### src/rtl/r_type_exec_unit.sv
// r_type_exec_unit: RV R-type execute stage. Base ALU ops finish in one cycle,
// M-extension multiplies take one extra cycle, divides run a restoring
// 1-bit-per-cycle loop. One operation in flight, valid/ready on both sides.
//
// Handshake: a transfer happens on a rising edge where valid & ready are both
// high; the producer holds its payload stable while valid=1 and ready=0, and
// the result side (out/out_rd/illegal) stays frozen until out_ready is seen.
module r_type_exec_unit #(
   parameter int XLEN = 32,
   parameter bit EN_M = 1'b1
) (
   input  logic            clk,
   input  logic            rst,
   input  logic            in_valid,
   output logic            in_ready,
   input  logic [31:0]     instr,
   input  logic [XLEN-1:0] in1,
   input  logic [XLEN-1:0] in2,
   output logic            out_valid,
   input  logic            out_ready,
   output logic [XLEN-1:0] out,
   output logic [4:0]      out_rd,
   output logic            illegal
);

   localparam int SHW   = $clog2(XLEN);
   localparam int CNT_W = SHW;

   typedef enum logic [1:0] {S_IDLE, S_MUL, S_DIV, S_RESP} state_t;

   // Registered state
   state_t            state_q, state_d;
   logic [XLEN-1:0]   out_q, out_d;
   logic [4:0]        out_rd_q, out_rd_d;
   logic              illegal_q, illegal_d;
   logic [2:0]        f3_q, f3_d;
   logic [XLEN-1:0]   op_a_q, op_a_d;   // MUL: rs1; DIV: dividend magnitude / quotient shift reg
   logic [XLEN-1:0]   op_b_q, op_b_d;   // MUL: rs2; DIV: divisor magnitude
   logic [XLEN-1:0]   rem_q, rem_d;
   logic [CNT_W-1:0]  cnt_q, cnt_d;
   logic              neg_quo_q, neg_quo_d;
   logic              neg_rem_q, neg_rem_d;

   // Instruction fields
   logic [6:0]        opcode;
   logic [2:0]        f3;
   logic [6:0]        f7;
   logic [SHW-1:0]    shamt;

   assign opcode = instr[6:0];
   assign f3     = instr[14:12];
   assign f7     = instr[31:25];
   assign shamt  = in2[SHW-1:0];

   // Decode results
   logic              is_alu, is_mul, is_div, illegal_dec;
   logic [XLEN-1:0]   alu_res;

   // Decode the instruction word and evaluate the single-cycle ALU result
   always_comb begin
      is_alu  = 1'b0;
      is_mul  = 1'b0;
      is_div  = 1'b0;
      alu_res = '0;
      if (opcode == 7'h33) begin
         case (f7)
            7'b0000000: begin
               is_alu = 1'b1;
               case (f3)
                  3'b000:  alu_res = in1 + in2;
                  3'b001:  alu_res = in1 << shamt;
                  3'b010:  alu_res = {{(XLEN-1){1'b0}}, ($signed(in1) < $signed(in2))};
                  3'b011:  alu_res = {{(XLEN-1){1'b0}}, (in1 < in2)};
                  3'b100:  alu_res = in1 ^ in2;
                  3'b101:  alu_res = in1 >> shamt;
                  3'b110:  alu_res = in1 | in2;
                  default: alu_res = in1 & in2;
               endcase
            end
            7'b0100000: begin
               if (f3 == 3'b000) begin
                  is_alu  = 1'b1;
                  alu_res = in1 - in2;
               end else if (f3 == 3'b101) begin
                  is_alu  = 1'b1;
                  alu_res = $unsigned($signed(in1) >>> shamt);
               end
            end
            7'b0000001: begin
               if (EN_M) begin
                  is_mul = !f3[2];
                  is_div = f3[2];
               end
            end
            default: ;
         endcase
      end
      illegal_dec = !(is_alu || is_mul || is_div);
   end

   // Divide setup: f3[0]=1 unsigned, f3[1]=1 remainder
   logic              div_signed, div_is_rem, neg_a, neg_b;
   logic              div_by_zero, div_ovf;
   logic [XLEN-1:0]   mag_a, mag_b, div_special;
   logic [XLEN-1:0]   min_val;

   assign min_val     = {1'b1, {(XLEN-1){1'b0}}};
   assign div_signed  = !f3[0];
   assign div_is_rem  = f3[1];
   assign neg_a       = div_signed && in1[XLEN-1];
   assign neg_b       = div_signed && in2[XLEN-1];
   assign mag_a       = neg_a ? (~in1 + 1'b1) : in1;
   assign mag_b       = neg_b ? (~in2 + 1'b1) : in2;
   assign div_by_zero = (in2 == '0);
   assign div_ovf     = div_signed && (in1 == min_val) && (in2 == '1);

   // Results that bypass the iterative loop (divide by zero, signed overflow)
   always_comb begin
      div_special = '0;
      if (div_by_zero) begin
         div_special = div_is_rem ? in1 : '1;
      end else if (div_ovf) begin
         div_special = div_is_rem ? '0 : min_val;
      end
   end

   // Multiplier: operands extended per RV signedness to a 2*XLEN+2 product
   logic                     mul_sa, mul_sb;
   logic signed [2*XLEN+1:0] mul_a_w, mul_b_w, prod;
   logic [XLEN-1:0]          mul_res;

   assign mul_sa  = (f3_q == 3'b001) || (f3_q == 3'b010);
   assign mul_sb  = (f3_q == 3'b001);
   assign mul_a_w = {{(XLEN+2){mul_sa && op_a_q[XLEN-1]}}, op_a_q};
   assign mul_b_w = {{(XLEN+2){mul_sb && op_b_q[XLEN-1]}}, op_b_q};
   assign prod    = mul_a_w * mul_b_w;
   assign mul_res = (f3_q == 3'b000) ? prod[XLEN-1:0] : prod[2*XLEN-1:XLEN];

   // One restoring-divide step on the magnitudes
   logic [XLEN:0]     rem_sh, rem_diff;
   logic              take;
   logic [XLEN-1:0]   rem_nx, quo_nx, quo_fin, rem_fin;

   assign rem_sh   = {rem_q, op_a_q[XLEN-1]};
   assign rem_diff = rem_sh - {1'b0, op_b_q};
   assign take     = !rem_diff[XLEN];
   assign rem_nx   = take ? rem_diff[XLEN-1:0] : rem_sh[XLEN-1:0];
   assign quo_nx   = {op_a_q[XLEN-2:0], take};
   assign quo_fin  = neg_quo_q ? (~quo_nx + 1'b1) : quo_nx;
   assign rem_fin  = neg_rem_q ? (~rem_nx + 1'b1) : rem_nx;

   logic unused_bits;
   assign unused_bits = ^{instr[24:15], prod[2*XLEN+1:2*XLEN]};

   logic accept, start;

   assign in_ready  = !rst && ((state_q == S_IDLE) || ((state_q == S_RESP) && out_ready));
   assign accept    = in_valid && in_ready;
   assign out_valid = (state_q == S_RESP);
   assign out       = out_q;
   assign out_rd    = out_rd_q;
   assign illegal   = illegal_q;

   // Next-state and datapath register updates
   always_comb begin
      state_d   = state_q;
      out_d     = out_q;
      out_rd_d  = out_rd_q;
      illegal_d = illegal_q;
      f3_d      = f3_q;
      op_a_d    = op_a_q;
      op_b_d    = op_b_q;
      rem_d     = rem_q;
      cnt_d     = cnt_q;
      neg_quo_d = neg_quo_q;
      neg_rem_d = neg_rem_q;
      start     = 1'b0;

      case (state_q)
         S_IDLE: start = accept;
         S_MUL: begin
            out_d   = mul_res;
            state_d = S_RESP;
         end
         S_DIV: begin
            op_a_d = quo_nx;
            rem_d  = rem_nx;
            if (cnt_q == CNT_W'(XLEN-1)) begin
               out_d   = f3_q[1] ? rem_fin : quo_fin;
               state_d = S_RESP;
            end else begin
               cnt_d = cnt_q + CNT_W'(1);
            end
         end
         default: begin
            if (out_ready) begin
               state_d = S_IDLE;
               start   = accept;
            end
         end
      endcase

      if (start) begin
         out_rd_d  = instr[11:7];
         illegal_d = 1'b0;
         f3_d      = f3;
         if (illegal_dec) begin
            out_d     = '0;
            illegal_d = 1'b1;
            state_d   = S_RESP;
         end else if (is_alu) begin
            out_d   = alu_res;
            state_d = S_RESP;
         end else if (is_mul) begin
            op_a_d  = in1;
            op_b_d  = in2;
            state_d = S_MUL;
         end else if (div_by_zero || div_ovf) begin
            out_d   = div_special;
            state_d = S_RESP;
         end else begin
            op_a_d    = mag_a;
            op_b_d    = mag_b;
            rem_d     = '0;
            cnt_d     = '0;
            neg_quo_d = neg_a ^ neg_b;
            neg_rem_d = neg_a;
            state_d   = S_DIV;
         end
      end
   end

   // State register with synchronous reset; reset aborts any op in flight
   always_ff @(posedge clk) begin
      if (rst) begin
         state_q   <= S_IDLE;
         out_q     <= '0;
         out_rd_q  <= '0;
         illegal_q <= 1'b0;
         f3_q      <= '0;
         op_a_q    <= '0;
         op_b_q    <= '0;
         rem_q     <= '0;
         cnt_q     <= '0;
         neg_quo_q <= 1'b0;
         neg_rem_q <= 1'b0;
      end else begin
         state_q   <= state_d;
         out_q     <= out_d;
         out_rd_q  <= out_rd_d;
         illegal_q <= illegal_d;
         f3_q      <= f3_d;
         op_a_q    <= op_a_d;
         op_b_q    <= op_b_d;
         rem_q     <= rem_d;
         cnt_q     <= cnt_d;
         neg_quo_q <= neg_quo_d;
         neg_rem_q <= neg_rem_d;
      end
   end

endmodule

### config.mk
export PLATFORM = sky130hd
export DESIGN_NAME = r_type_exec_unit
export DESIGN_NICKNAME = d
export VERILOG_FILES = /design/src/rtl/r_type_exec_unit.sv
export SDC_FILE = /design/constraint.sdc
export NUM_CORES = 2
export LEC_CHECK = 0
export ABC_AREA = 1
export CORE_UTILIZATION = 50
export CTS_CLUSTER_DIAMETER = 120
export CTS_CLUSTER_SIZE = 8
export DETAILED_ROUTE_END_ITERATION = 10
export PLACE_DENSITY = 0.62
export SLEW_MARGIN = 20
export SYNTH_ARGS = -nofsm -noshare
export SYNTH_HDL_FRONTEND = slang
export SYNTH_SLANG_ARGS = --single-unit
### constraint.sdc
create_clock -name clk -period 10.15 [get_ports clk]
set_clock_uncertainty 0.15 [all_clocks]
set_input_delay 2.03 -clock clk [delete_from_list [all_inputs] [get_ports clk]]
set_output_delay 2.03 -clock clk [all_outputs]
set_load 0.02 [all_outputs]
==> results.toml <==
[die]
fp.dieH_um = 356
ios = 140
start_util = 0.505
die_area_um2 = 127000
die_w_um = 356
row_count = 129
core_area_um2 = 124000

[yosys]
synth_edf_count = 0
synth-seq-area-share = 0.0467
synth_simple_gate_area_frac = 0.223
synth_area_leaders = "fa_1, nand2_1, inv_1"
synth_top_family_by_area = "adder cells"
netlist_area_um2 = 62600
synth_cell_types = 68
synth_top_flop_cell = "dfxtp_1"
avgSynthCellArea_um2 = 6.86
synth_mux_area_frac = 0.00112
synth_xor_xnor_area_share = 0.0165
yosys.area.top_type_share = 0.361
synth_top_area_cell = "fa_1"
synth_warnings = 0
synth_most_common_cell = "nand2_1"
synth_fa_ha_area_frac = 0.431
ys_top_cells_by_count = "nand2_1, inv_1, fa_1"
synth_compound_area_frac = 0.121
syn_inst = 9117
async_flop_share = 0
ys_ff_latch = 146
synth_fp_nets = 10700

[setup_path]
end_kind = "flop"
rr_worst_depth = 30
criticalPathCategory = "flop to flop"
r2r-end = "out[28]"
cp.arrival_ps = 9860
slowest_stage = "fa_1"
worstPathMaxFanout = 11
start_kind = "flop"
worstReg2RegStart = "f3_q[0]"
worst-r2r-setup-slack_ps = 450
crit_top_cell = "nand2_1"
worst_path_largest_cell_delay_ps = 760
cp.required_ps = 10310

[worst_hold_path]
holdCritPathClass = "flop to flop"
min_from = "f3_q[2]"
whs_endpoint = "f3_q[2]"
whs_path_depth = 2

[placement]
hpwl_um = 221000
dp_cells = 10600
gp_congestion = 1.09
place_area_um2 = 65400
portBuffers = 129

[power]
finalPower_w = 0.00568
leakage_nw = 33.3
ir_drop_v = 0.000202
p_per_area_nw_per_um2 = 86.0

[global_routing]
grt_util_all_layers = 0.427
grt_max_degree = 92
grt_first_pass_wirelength_um = 397000
grt_overflow = 0
grt_pass1_vias = 60400
antenna_found_initial = 8

[sta]
hold_viol = 0
finalCriticalPeriod_ps = 9700
relSlewSlack = 0.200
clock.fmax_mhz = 103
setup_violations = 0
worst-slew-pin-transition_ps = 1200
setup_tns_ps = 0
period_share = 0.955
finalMaxSlewViolations = 0
rsz0062_at_grt = "false"

[routing]
postRouteAntennaNets = 0
wirelength_um = 269000
via_per_inst = 5.78
drt-initial-drc-count = 6941
vias = 61500
wl_per_cell_um = 25.3
dr.pass1.iters = 11
drc = 15

[outcome]
status = "finished with violations"
violations = "design-rule violations"

[cells_and_area]
layout.nets = 10500
fin_cells = 10600
drive_above_1_share = 0.0428
final_area_um2 = 66000
utilization = 0.533
fillers = 12300
area_delta_synth_final_pct = 5.58

[cts]
path_clk_slew_ps = 70
tritoncts = "done"
cts_buffers = 17
htreeDepth = 4
clk_latency_ps = 470
clock_tree.buffer_depth = 2
cts.sinks = 146
root_buffer = "clkbuf_16"

[run]
maxCapViolCount = 0
## worst max-delay path: cells and delay by family, from the launching register on
kind	cells	cell delay [ps]
flip-flops	1	330
buffers and inverters	4	930
AO/OA/AOI/OAI	3	880
AND/OR/NAND/NOR	14	2270
adder cells (fa/ha/maj)	9	4980
## state kept, by name, summed over array words and instances (netlist names)
signal     count
op_b_q        32
neg_rem_q      1
neg_quo_q      1
illegal        1
f3_q           3
state_q        2
cnt_q          5
op_a_q        32
rem_q         32
out           32
out_rd         5
## per-stage QoR
step / worst slack (ps) / hold slack, ps
3_3_place_gp: 568 / 311
4_1_cts: 481 / 327
5_1_grt: 46.5 / 349
3_5_place_dp: 524 / 317
6_report: 453 / 330
2_1_floorplan: 1340 / 294
## placed cells by master, fill, tap and decap left out, drive strengths merged, types with 11 or more instances in the layout
| master | netlist | final |
|---|---|---|
| a211oi | 37 | 37 |
| a21boi | 11 | 11 |
| a21o | 12 | 12 |
| a21oi | 490 | 490 |
| a221oi | 16 | 16 |
| a31oi | 45 | 45 |
| buf | 92 | 188 |
| clkbuf | 389 | 17 |
| clkdlybuf4s50 | 0 | 125 |
| clkinv | 13 | 13 |
| dfxtp | 146 | 146 |
| fa | 1128 | 1128 |
| ha | 352 | 352 |
| inv | 2151 | 2164 |
| nand2 | 2312 | 2312 |
| nand3 | 337 | 337 |
| nand3b | 16 | 16 |
| nand4 | 70 | 70 |
| nor2 | 530 | 530 |
| nor3 | 62 | 62 |
| nor4 | 29 | 29 |
| o2111ai | 12 | 12 |
| o211ai | 79 | 79 |
| o21a | 26 | 26 |
| o21ai | 486 | 486 |
| o21bai | 30 | 30 |
| o221ai | 23 | 23 |
| o22ai | 23 | 23 |
| o311ai | 16 | 16 |
| or2 | 31 | 31 |
| xnor2 | 32 | 32 |
| xor2 | 86 | 86 |
## worst max-delay path by stage
| stage | start | to |
|---|---|---|
| 2_1_floorplan | f3_q[1] | out[29] |
| 3_3_place_gp | f3_q[0] | out[28] |
| 3_5_place_dp | f3_q[0] | out[29] |
| 4_1_cts | f3_q[0] | out[29] |
| 5_1_grt | f3_q[0] | out[28] |
| 6_report | f3_q[0] | out[28] |
## timing repair
action,4_1_cts,5_1_grt
setup endpoints to repair,0,2
buffers inserted,0,2
hold buffers,0,0
gates resized for setup,0,2
hold endpoints to repair,0,0
## metal layers
layer | up-vias | wire length (um) | GRT usage | part of all wire
li1 | 27200 | - | - | -
met4 | 4 | 20500 | 0.261 | 0.076
met5 | - | 27 | 0 | 0.00010
met2 | 3462 | 116000 | 0.654 | 0.43
met3 | 693 | 26300 | 0.0754 | 0.098
met1 | 30100 | 105000 | 0.563 | 0.39
## kinds of logic after synthesis
kind of cell,Yosys count
AND/OR/NAND/NOR,3395
multiplexers,7
flip-flops,146
adder cells (fa/ha/maj),1480
XOR/XNOR,118
buffers and inverters,2645
AO/OA/AOI/OAI,1326
## layout make-up
type / instances / area, um2 / area share
repair buffers: 313 / 2650 / 0.0402
clock inverters: 15 / 153 / 0.00231
diodes: 9 / 22.5 / 0.000341
multi-input cells: 6326 / 49600 / 0.752
well taps: 1637 / 2050 / 0.0310
flip-flops and latches: 146 / 2960 / 0.0449
inverters: 2164 / 8130 / 0.123
clock buffers: 17 / 425 / 0.00644
## report_power, final
group | internal [W] | switching [W] | total [W] | leakage (nW)
Combinational | 0.00112 | 0.00310 | 0.00422 | 31.9
Sequential | 0.000621 | 0.000166 | 0.000786 | 1.20
Clock | 0.000331 | 0.000339 | 0.000670 | 0.285
Power figures use the tool's default switching activity.
